--- src/rtl/riscv_alu_pkg.sv ---
// Shared ALU opcode encodings and arbitration helpers
// for riscv_alu and riscv_alu_arbiter.
package riscv_alu_pkg;

  typedef logic [3:0] alu_op_t;

  localparam alu_op_t OP_ADD   = 4'd0;
  localparam alu_op_t OP_SUB   = 4'd1;
  localparam alu_op_t OP_ONE   = 4'd2;
  localparam alu_op_t OP_ZERO  = 4'd3;
  localparam alu_op_t OP_XOR   = 4'd4;
  localparam alu_op_t OP_OR    = 4'd5;
  localparam alu_op_t OP_AND   = 4'd6;
  localparam alu_op_t OP_SLL   = 4'd7;
  localparam alu_op_t OP_SRL   = 4'd8;
  localparam alu_op_t OP_SRA   = 4'd9;
  localparam alu_op_t OP_PASSB = 4'd10;

  localparam int unsigned MAXREQ = 8;

  function automatic logic op_illegal(
    input alu_op_t op
  );
    return op > OP_PASSB;
  endfunction

  // One-hot grant: first valid index at or after ptr,
  // wrapping modulo n (n <= MAXREQ).
  function automatic logic [MAXREQ-1:0] rr_grant(
    input logic [MAXREQ-1:0] valid,
    input logic [2:0]        ptr,
    input int unsigned       n
  );
    logic [MAXREQ-1:0] g;
    logic              found;
    int unsigned       idx;
    g     = '0;
    found = 1'b0;
    for (int unsigned i = 0; i < MAXREQ; i++) begin
      if (i < n) begin
        idx = ({29'd0, ptr} + i) % n;
        if (!found && valid[idx[2:0]]) begin
          g[idx[2:0]] = 1'b1;
          found       = 1'b1;
        end
      end
    end
    return g;
  endfunction

endpackage

--- src/rtl/riscv_alu.sv ---
// Combinational RV32 ALU; illegal opcodes yield 0
// with o_err asserted.
module riscv_alu
  import riscv_alu_pkg::*;
(
  input  alu_op_t     i_op,
  input  logic [31:0] i_a,
  input  logic [31:0] i_b,
  output logic [31:0] o_result,
  output logic        o_err
);

  logic [4:0] w_sh;
  assign w_sh  = i_b[4:0];
  assign o_err = op_illegal(i_op);

  always_comb begin
    o_result = 32'd0;
    case (i_op)
      OP_ADD:   o_result = i_a + i_b;
      OP_SUB:   o_result = i_a - i_b;
      OP_ONE:   o_result = 32'd1;
      OP_ZERO:  o_result = 32'd0;
      OP_XOR:   o_result = i_a ^ i_b;
      OP_OR:    o_result = i_a | i_b;
      OP_AND:   o_result = i_a & i_b;
      OP_SLL:   o_result = i_a << w_sh;
      OP_SRL:   o_result = i_a >> w_sh;
      OP_SRA:   o_result = $signed(i_a) >>> w_sh;
      OP_PASSB: o_result = i_b;
      default:  o_result = 32'd0;
    endcase
  end

endmodule

--- src/rtl/riscv_alu_arbiter.sv ---
// Round-robin sharing of one riscv_alu between NREQ
// requesters, with a single registered response slot.
module riscv_alu_arbiter
  import riscv_alu_pkg::*;
#(
  parameter int NREQ = 2,
  parameter int IDW  = (NREQ > 1) ? $clog2(NREQ) : 1
) (
  input  logic              clk_i,
  input  logic              rst_ni,
  input  logic [NREQ-1:0]   req_valid_i,
  output logic [NREQ-1:0]   req_ready_o,
  input  logic [NREQ*4-1:0] req_op_i,
  input  logic [NREQ*32-1:0] req_a_i,
  input  logic [NREQ*32-1:0] req_b_i,
  output logic              rsp_valid_o,
  input  logic              rsp_ready_i,
  output logic [IDW-1:0]    rsp_id_o,
  output logic [31:0]       rsp_result_o,
  output logic              rsp_err_o,
  output logic              busy_o
);

  localparam logic ST_EMPTY = 1'b0;
  localparam logic ST_FULL  = 1'b1;

  logic              r_state;
  logic [IDW-1:0]    r_ptr;
  logic [IDW-1:0]    r_id;
  logic [31:0]       r_result;
  logic              r_err;

  logic              w_accept;
  logic [MAXREQ-1:0] w_valid8;
  logic [2:0]        w_ptr8;
  logic [MAXREQ-1:0] w_gnt8;
  logic              w_gnt;
  logic [IDW-1:0]    w_idx;
  logic [IDW-1:0]    w_ptr_nxt;
  alu_op_t           w_op;
  logic [31:0]       w_a;
  logic [31:0]       w_b;
  logic [31:0]       w_res;
  logic              w_err;

  assign w_accept = (r_state == ST_EMPTY) || rsp_ready_i;

  always_comb begin
    w_valid8 = '0;
    w_valid8[NREQ-1:0] = req_valid_i;
    w_ptr8 = '0;
    w_ptr8[IDW-1:0] = r_ptr;
  end

  assign w_gnt8 = (w_accept && rst_ni)
                ? rr_grant(w_valid8, w_ptr8, NREQ)
                : '0;
  assign w_gnt  = |w_gnt8;

  always_comb begin
    w_idx = '0;
    for (int k = 0; k < NREQ; k++) begin
      if (w_gnt8[k]) w_idx = IDW'(k);
    end
  end

  assign w_ptr_nxt = (w_idx == IDW'(NREQ - 1))
                   ? '0 : w_idx + 1'b1;

  assign w_op = req_op_i[4*w_idx +: 4];
  assign w_a  = req_a_i[32*w_idx +: 32];
  assign w_b  = req_b_i[32*w_idx +: 32];

  riscv_alu u_alu (
    .i_op     (w_op),
    .i_a      (w_a),
    .i_b      (w_b),
    .o_result (w_res),
    .o_err    (w_err)
  );

  always_ff @(posedge clk_i or negedge rst_ni) begin
    if (!rst_ni) begin
      r_state  <= ST_EMPTY;
      r_ptr    <= '0;
      r_id     <= '0;
      r_result <= '0;
      r_err    <= 1'b0;
    end else begin
      if (w_gnt) begin
        r_state  <= ST_FULL;
        r_ptr    <= w_ptr_nxt;
        r_id     <= w_idx;
        r_result <= w_res;
        r_err    <= w_err;
      end else if (rsp_ready_i) begin
        r_state  <= ST_EMPTY;
      end
    end
  end

  assign req_ready_o  = w_gnt8[NREQ-1:0];
  assign rsp_valid_o  = r_state;
  assign rsp_id_o     = r_id;
  assign rsp_result_o = r_result;
  assign rsp_err_o    = r_err;
  assign busy_o       = r_state | (|req_valid_i);

endmodule

--- config.mk ---
export PLATFORM = sky130hd
export DESIGN_NAME = riscv_alu_arbiter
export DESIGN_NICKNAME = d
export VERILOG_FILES = /design/src/rtl/riscv_alu_pkg.sv /design/src/rtl/riscv_alu.sv /design/src/rtl/riscv_alu_arbiter.sv
export SDC_FILE = /design/constraint.sdc
export NUM_CORES = 1
export LEC_CHECK = 0
export CAP_MARGIN = 40
export CORE_MARGIN = 2
export CORE_UTILIZATION = 59
export DETAILED_ROUTE_END_ITERATION = 7
export GPL_TIMING_DRIVEN = 0
export PLACE_DENSITY_LB_ADDON = 0.1
export SETUP_SLACK_MARGIN = 0.4
export SLEW_MARGIN = 20
export SYNTH_ARGS = -nofsm -noshare
export SYNTH_HDL_FRONTEND = slang
export SYNTH_SLANG_ARGS = --single-unit
--- constraint.sdc ---
create_clock -name clk_i -period 4.9 [get_ports clk_i]
set_input_delay 0.735 -clock clk_i [delete_from_list [all_inputs] [get_ports clk_i]]
set_output_delay 0.735 -clock clk_i [all_outputs]
set_load 0.02 [all_outputs]
==> out/results.txt, run 1 <==
area leader, netlist - mux2i_1
Die Ht - 156 um
failing step - global routing (5_1_grt)
number of distinct library cells after synthesis - 92
sequential area share after synthesis - 0.0661
Compound-Gate Fraction of Synth Area - 0.245
area post-placement - 15,800 um^2
initial core utilization - 0.602
mapped cell area - 13,600 um^2
#FFs+latches synth - 36
clk root buf - clkbuf_16
ys flop type - dfrtp_1
Post-Synthesis Net Count - 1,994
Max H-tree Level - 2
Adder-Cell Fraction of Synth Area - 0.0896
Placed Cells - 2,214
post-synth top area share - 0.195
DIE WIDTH - 156 um
Sink Count - 36
pin count of the biggest net entering global routing - 29
port bufs - 169
Final Wtd Congestion - 1.26
simple-gate share of the synthesized area - 0.172
dpl ws - -1.59 ns
IO Count - 179
DP Wirelength - 59,800 um
row count - 55
status - aborted with a tool error
syn avg cell area - 7.76 um^2
Num CTS Buffers - 5
synth warn - 0
Err - [ERROR GRT-0232] Routing congestion too high. Check the congestion heatmap in the GUI.
post-GRT worst EP - rsp_result_o[28]$_DFFE_PN0P_/D
largest family of logic cells by synthesized area - multiplexers
synthesized instance count - 1,756
xor/xnor cell area share of the yosys netlist - 0.0309
async set or reset register ratio after synthesis - 1.00
Area contributors post-synth - mux2i_1 (20%), ha_1 (8.8%), dfrtp_1 (6.6%)
proportion of synthesized area in mux cells - 0.320
Worst EP kind - register data pin
global route overflow - 476
Post-synth EDFFs - 0
clock tree buffer depth - 2
Global Route Usage Sum - 0.923
-- through the flow --
stage	util	hold WS [ns]
floorplan	-	0.439
global placement	0.695	0.459
detailed placement	0.697	0.471
CTS	0.780	0.291
-- cells in the mapped netlist, types with 8 or more instances --
cell type and number:
o21a_1 8, nand4_1 16, a31oi_1 14, buf_2 49, nor2b_1 18, buf_1 8
mux4_2 38, nor3b_1 9, nor3_1 54, nand2b_1 16, buf_4 21, or3_1 9
a22oi_1 26, o211ai_1 42, inv_1 79, dfrtp_1 36, a221oi_1 25, mux2_2 64
o21ai_0 83, a21o_1 18, o22ai_1 27, ha_1 96, a311oi_1 8, nor2_1 92
o2111ai_1 9, clkbuf_1 45, mux2i_1 266, nor4_1 12, a32oi_1 8, nand3_1 30
o31ai_1 8, buf_6 12, xnor2_1 41, nand2_1 196, a21oi_1 109, a211oi_1 21
-- routing by layer --
layer  GRT overflow  GRT usage
met5             10      0.766
met4            110      0.924
met3             72      0.858
met2            225       1.01
met1             59      0.902
-- what timing repair did --
item                                    in CTS
buffers inserted                            68
endpoints found under the setup margin      33
gates cloned                                 2
hold buffers                                 0
gates resized for setup                    282
pin swaps                                   36
-- logic make-up after synthesis --
group | count (synthesis)
AO/OA/AOI/OAI | 490
XOR/XNOR | 48
adder cells (fa/ha/maj) | 97
buffers and inverters | 218
flip-flops | 36
multiplexers | 375
AND/OR/NAND/NOR | 492
==> run 2: changes to the inputs <==
--- a/config.mk
+++ b/config.mk
@@ -7,11 +7,10 @@
 export LEC_CHECK = 0
 export CAP_MARGIN = 40
 export CORE_MARGIN = 2
-export CORE_UTILIZATION = 59
+export CORE_UTILIZATION = 40
 export DETAILED_ROUTE_END_ITERATION = 7
 export GPL_TIMING_DRIVEN = 0
-export PLACE_DENSITY_LB_ADDON = 0.1
-export SETUP_SLACK_MARGIN = 0.4
+export PLACE_DENSITY_LB_ADDON = 0.15
 export SLEW_MARGIN = 20
 export SYNTH_ARGS = -nofsm -noshare
 export SYNTH_HDL_FRONTEND = slang
==> run 2 against run 1 <==
  * The flow now finishes, with violations (design-rule violations)
  * Synthesized cell count unchanged
  * Synthesized area did not move
==> out/results.txt, run 2 <==
proportion of synthesized area in mux cells - 0.320 (unchanged)
fin area - 18,000 um^2
Sink Count - 36 (unchanged)
Die Ht - 189 um (+21%)
synthesized instance count - 1,756 (unchanged)
Synth top cells by count - mux2i_1 (266), nand2_1 (196), a21oi_1 (109)
wire length of the first global-routing pass - 124,000 um
Final Hold Vio Count - 0
Post-Synthesis Net Count - 1,994 (unchanged)
dpl ws - -2.69 ns (-1.10 ns)
most frequent cells in the layout - mux2i_1 (232), nand2_1 (195), clkdlybuf4s50_1 (160)
Critical Path End Type - flip-flop
number of distinct library cells after synthesis - 92 (unchanged)
cell area power density - 206 nW/um^2
post-synth top area share - 0.195 (unchanged)
Seq. cell area - 901 um^2
DP Wirelength - 69,300 um (+16%)
PnR Total Power - 3710 uW
Reg2Reg Depth - 19
Final min period - 4.87 ns
vias in the first global route - 16.9k
CP Class - primary input to flip-flop
Residual DRC - 12
VDD IR-drop max - 118 uV
# nets final - 2,256
clock tree buffer depth - 2 (unchanged)
f_max - 0.206 GHz
MaxCap Viol Count - 0
Setup violations, final - 0
WL final - 90,200 um
Iter 0 DRT Violations - 2,735
Hold WC Path Type - primary input to asynchronous set/reset pin
async set or reset register ratio after synthesis - 1.00 (unchanged)
CP Launch Type - primary input
worst slew pin tran - 0.972 ns
drt wl/cell - 36.5 um
Worst EP required - 5.06 ns
Placeable Area - 33,500 um^2
Critical R2R Launch - r_ptr$_DFFE_PN0P_
initial antenna violation count - 2
DIE WIDTH - 189 um (+21%)
global route overflow - 0
ratio of cells with drive above 1 in the final layout - 0.214
final setup margin - 0.0341 ns
area of the multi-input gates - 12,500 um^2
synth warn - 0 (unchanged)
xor/xnor cell area share of the yosys netlist - 0.0309 (unchanged)
Slew Viols, Final - 0
area leader, netlist - mux2i_1
pin count of the biggest net entering global routing - 28
row count - 67 (+22%)
Area contributors post-synth - mux2i_1 (20%), ha_1 (8.8%), dfrtp_1 (6.6%)
via count - 17.9k
vias per cell - 7.26
period utilization - 0.993
Final Wtd Congestion - 1.13 (-10%)
area added between synthesis and finish - 32.3%
count leader, synth - mux2i_1
CTS tree - yes
CP max FO - 10
ys flop type - dfrtp_1
largest family of logic cells by synthesized area - multiplexers
clk slew on worst S/H paths - 0.06 ns
Final Skew - 0.0136 ns
clk_lat worst skew - 0.31 ns
Worst Path Arrival - 5.03 ns
area post-placement - 16,000 um^2 (+1.4%)
#FFs+latches synth - 36 (unchanged)
Post-CTS Hold Fix Bufs - 0 (unchanged)
FF-to-FF End - rsp_result_o[5]$_DFFE_PN0P_
Compound-Gate Fraction of Synth Area - 0.245 (unchanged)
Post-synth EDFFs - 0 (unchanged)
flop-to-flop setup slack - 0.33 ns
DRT antenna net count - 0
Global Route Usage Sum - 0.489
initial core utilization - 0.406 (-0.195)
setup TNS - 0 ns
simple-gate share of the synthesized area - 0.172 (unchanged)
Num CTS Buffers - 5 (unchanged)
clk root buf - clkbuf_16
sequential area share after synthesis - 0.0661 (unchanged)
IO Count - 179 (unchanged)
port bufs - 169 (unchanged)
Layout fillers - 3,180
Setup crit start - req_b_i[34]
number of flip-flops under the largest register name - 32
mapped cell area - 13,600 um^2 (unchanged)
status - finished, violations left
Max-Slew Margin vs Limit - 0.352
failing checks - design-rule violations
commonest non-fill, non-tap cell in the layout - mux2i_1
syn avg cell area - 7.76 um^2 (unchanged)
Max H-tree Level - 2 (unchanged)
Pre-antenna DRT Iters - 8
Leak - 0.00778 uW
Adder-Cell Fraction of Synth Area - 0.0896 (unchanged)
die area - 35,600 um^2
run 2: area by class of cell:
type,count,area share
Clock inverter,3,0.00104
Buffer,125,0.0586
Antenna cell,3,0.000416
Inverter,83,0.0179
Clock buffer,5,0.00694
Sequential cell,36,0.0500
Tap cell,448,0.0311
Timing Repair Buffer,265,0.141
Multi-Input combinational cell,1502,0.693
run 2: critical path: stages:
cell and delay, ns:
dlymetal6s2s_1 0.49, buf_2 0.46, buf_1 0.77, mux4_2 0.41, mux2i_1 0.54, mux2i_1 0.39
a32oi_1 0.51, nand2_1 0.19, a221oi_1 0.36, o221ai_1 0.17
run 2: repair_timing:
action / CTS / global route
cloned: 2 / 0
pin swaps: 31 / 13
setup buffers: 66 / 10
setup endpoints to repair: 33 / 23
endpoints found under the hold margin: 0 / 0
resized for setup: 226 / 50
run 2: through the flow:
stage	std cells	util	hold WS [ns]
final	2470	0.538	0.324
after floorplan	1756	-	0.439
after CTS	2453	0.527	0.358
after global placement	2373	0.474	0.460
after detailed placement	2385	0.477	0.469
after global routing	2467	0.538	0.328
run 2: logic make-up (layout without fill, tap and decap cells):
family,after synthesis,count (layout)
flops,36,36
buf+inv,218,481
other cells,0,3
mux,375,375
simple gates,492,492
fa+ha+maj,97,97
compound gates,490,490
xor+xnor,48,48
run 2: worst max-delay path by stage:
| stage | to | slack [ns] | cells after the start |
|---|---|---|---|
| global placement | rsp_result_o[17]$_DFFE_PN0P_ | -4.18 | 21 |
| finish | rsp_result_o[30]$_DFFE_PN0P_ | 0.03 | 10 |
| CTS | rsp_result_o[26]$_DFFE_PN0P_ | 0.002 | 17 |
| global route | rsp_result_o[23]$_DFFE_PN0P_ | -0.03 | 23 |
| floorplan | rsp_result_o[18]$_DFFE_PN0P_ | 0.06 | 20 |
| detailed placement | rsp_result_o[24]$_DFFE_PN0P_ | -2.69 | 23 |
run 2: metal layers:
metal / wire length, um / vias up / part of all wire / global-route usage
li1: - / 7215 / - / -
met2: 35600 / 1704 / 0.40 / 0.693
met3: 13700 / 439 / 0.15 / 0.187
met5: 67 / - / 0.00074 / 0.00275
met4: 7190 / 4 / 0.080 / 0.292
met1: 33600 / 8574 / 0.37 / 0.625
run 2: power breakdown:
part           total [uW]  switching (uW)  leakage [uW]  internal [uW]
clock                 348             160     0.0000736            188
combinational        3000            1830       0.00722           1170
sequential            368            35.8      0.000486            332
No activity file was read; power rests on OpenSTA's default activity.
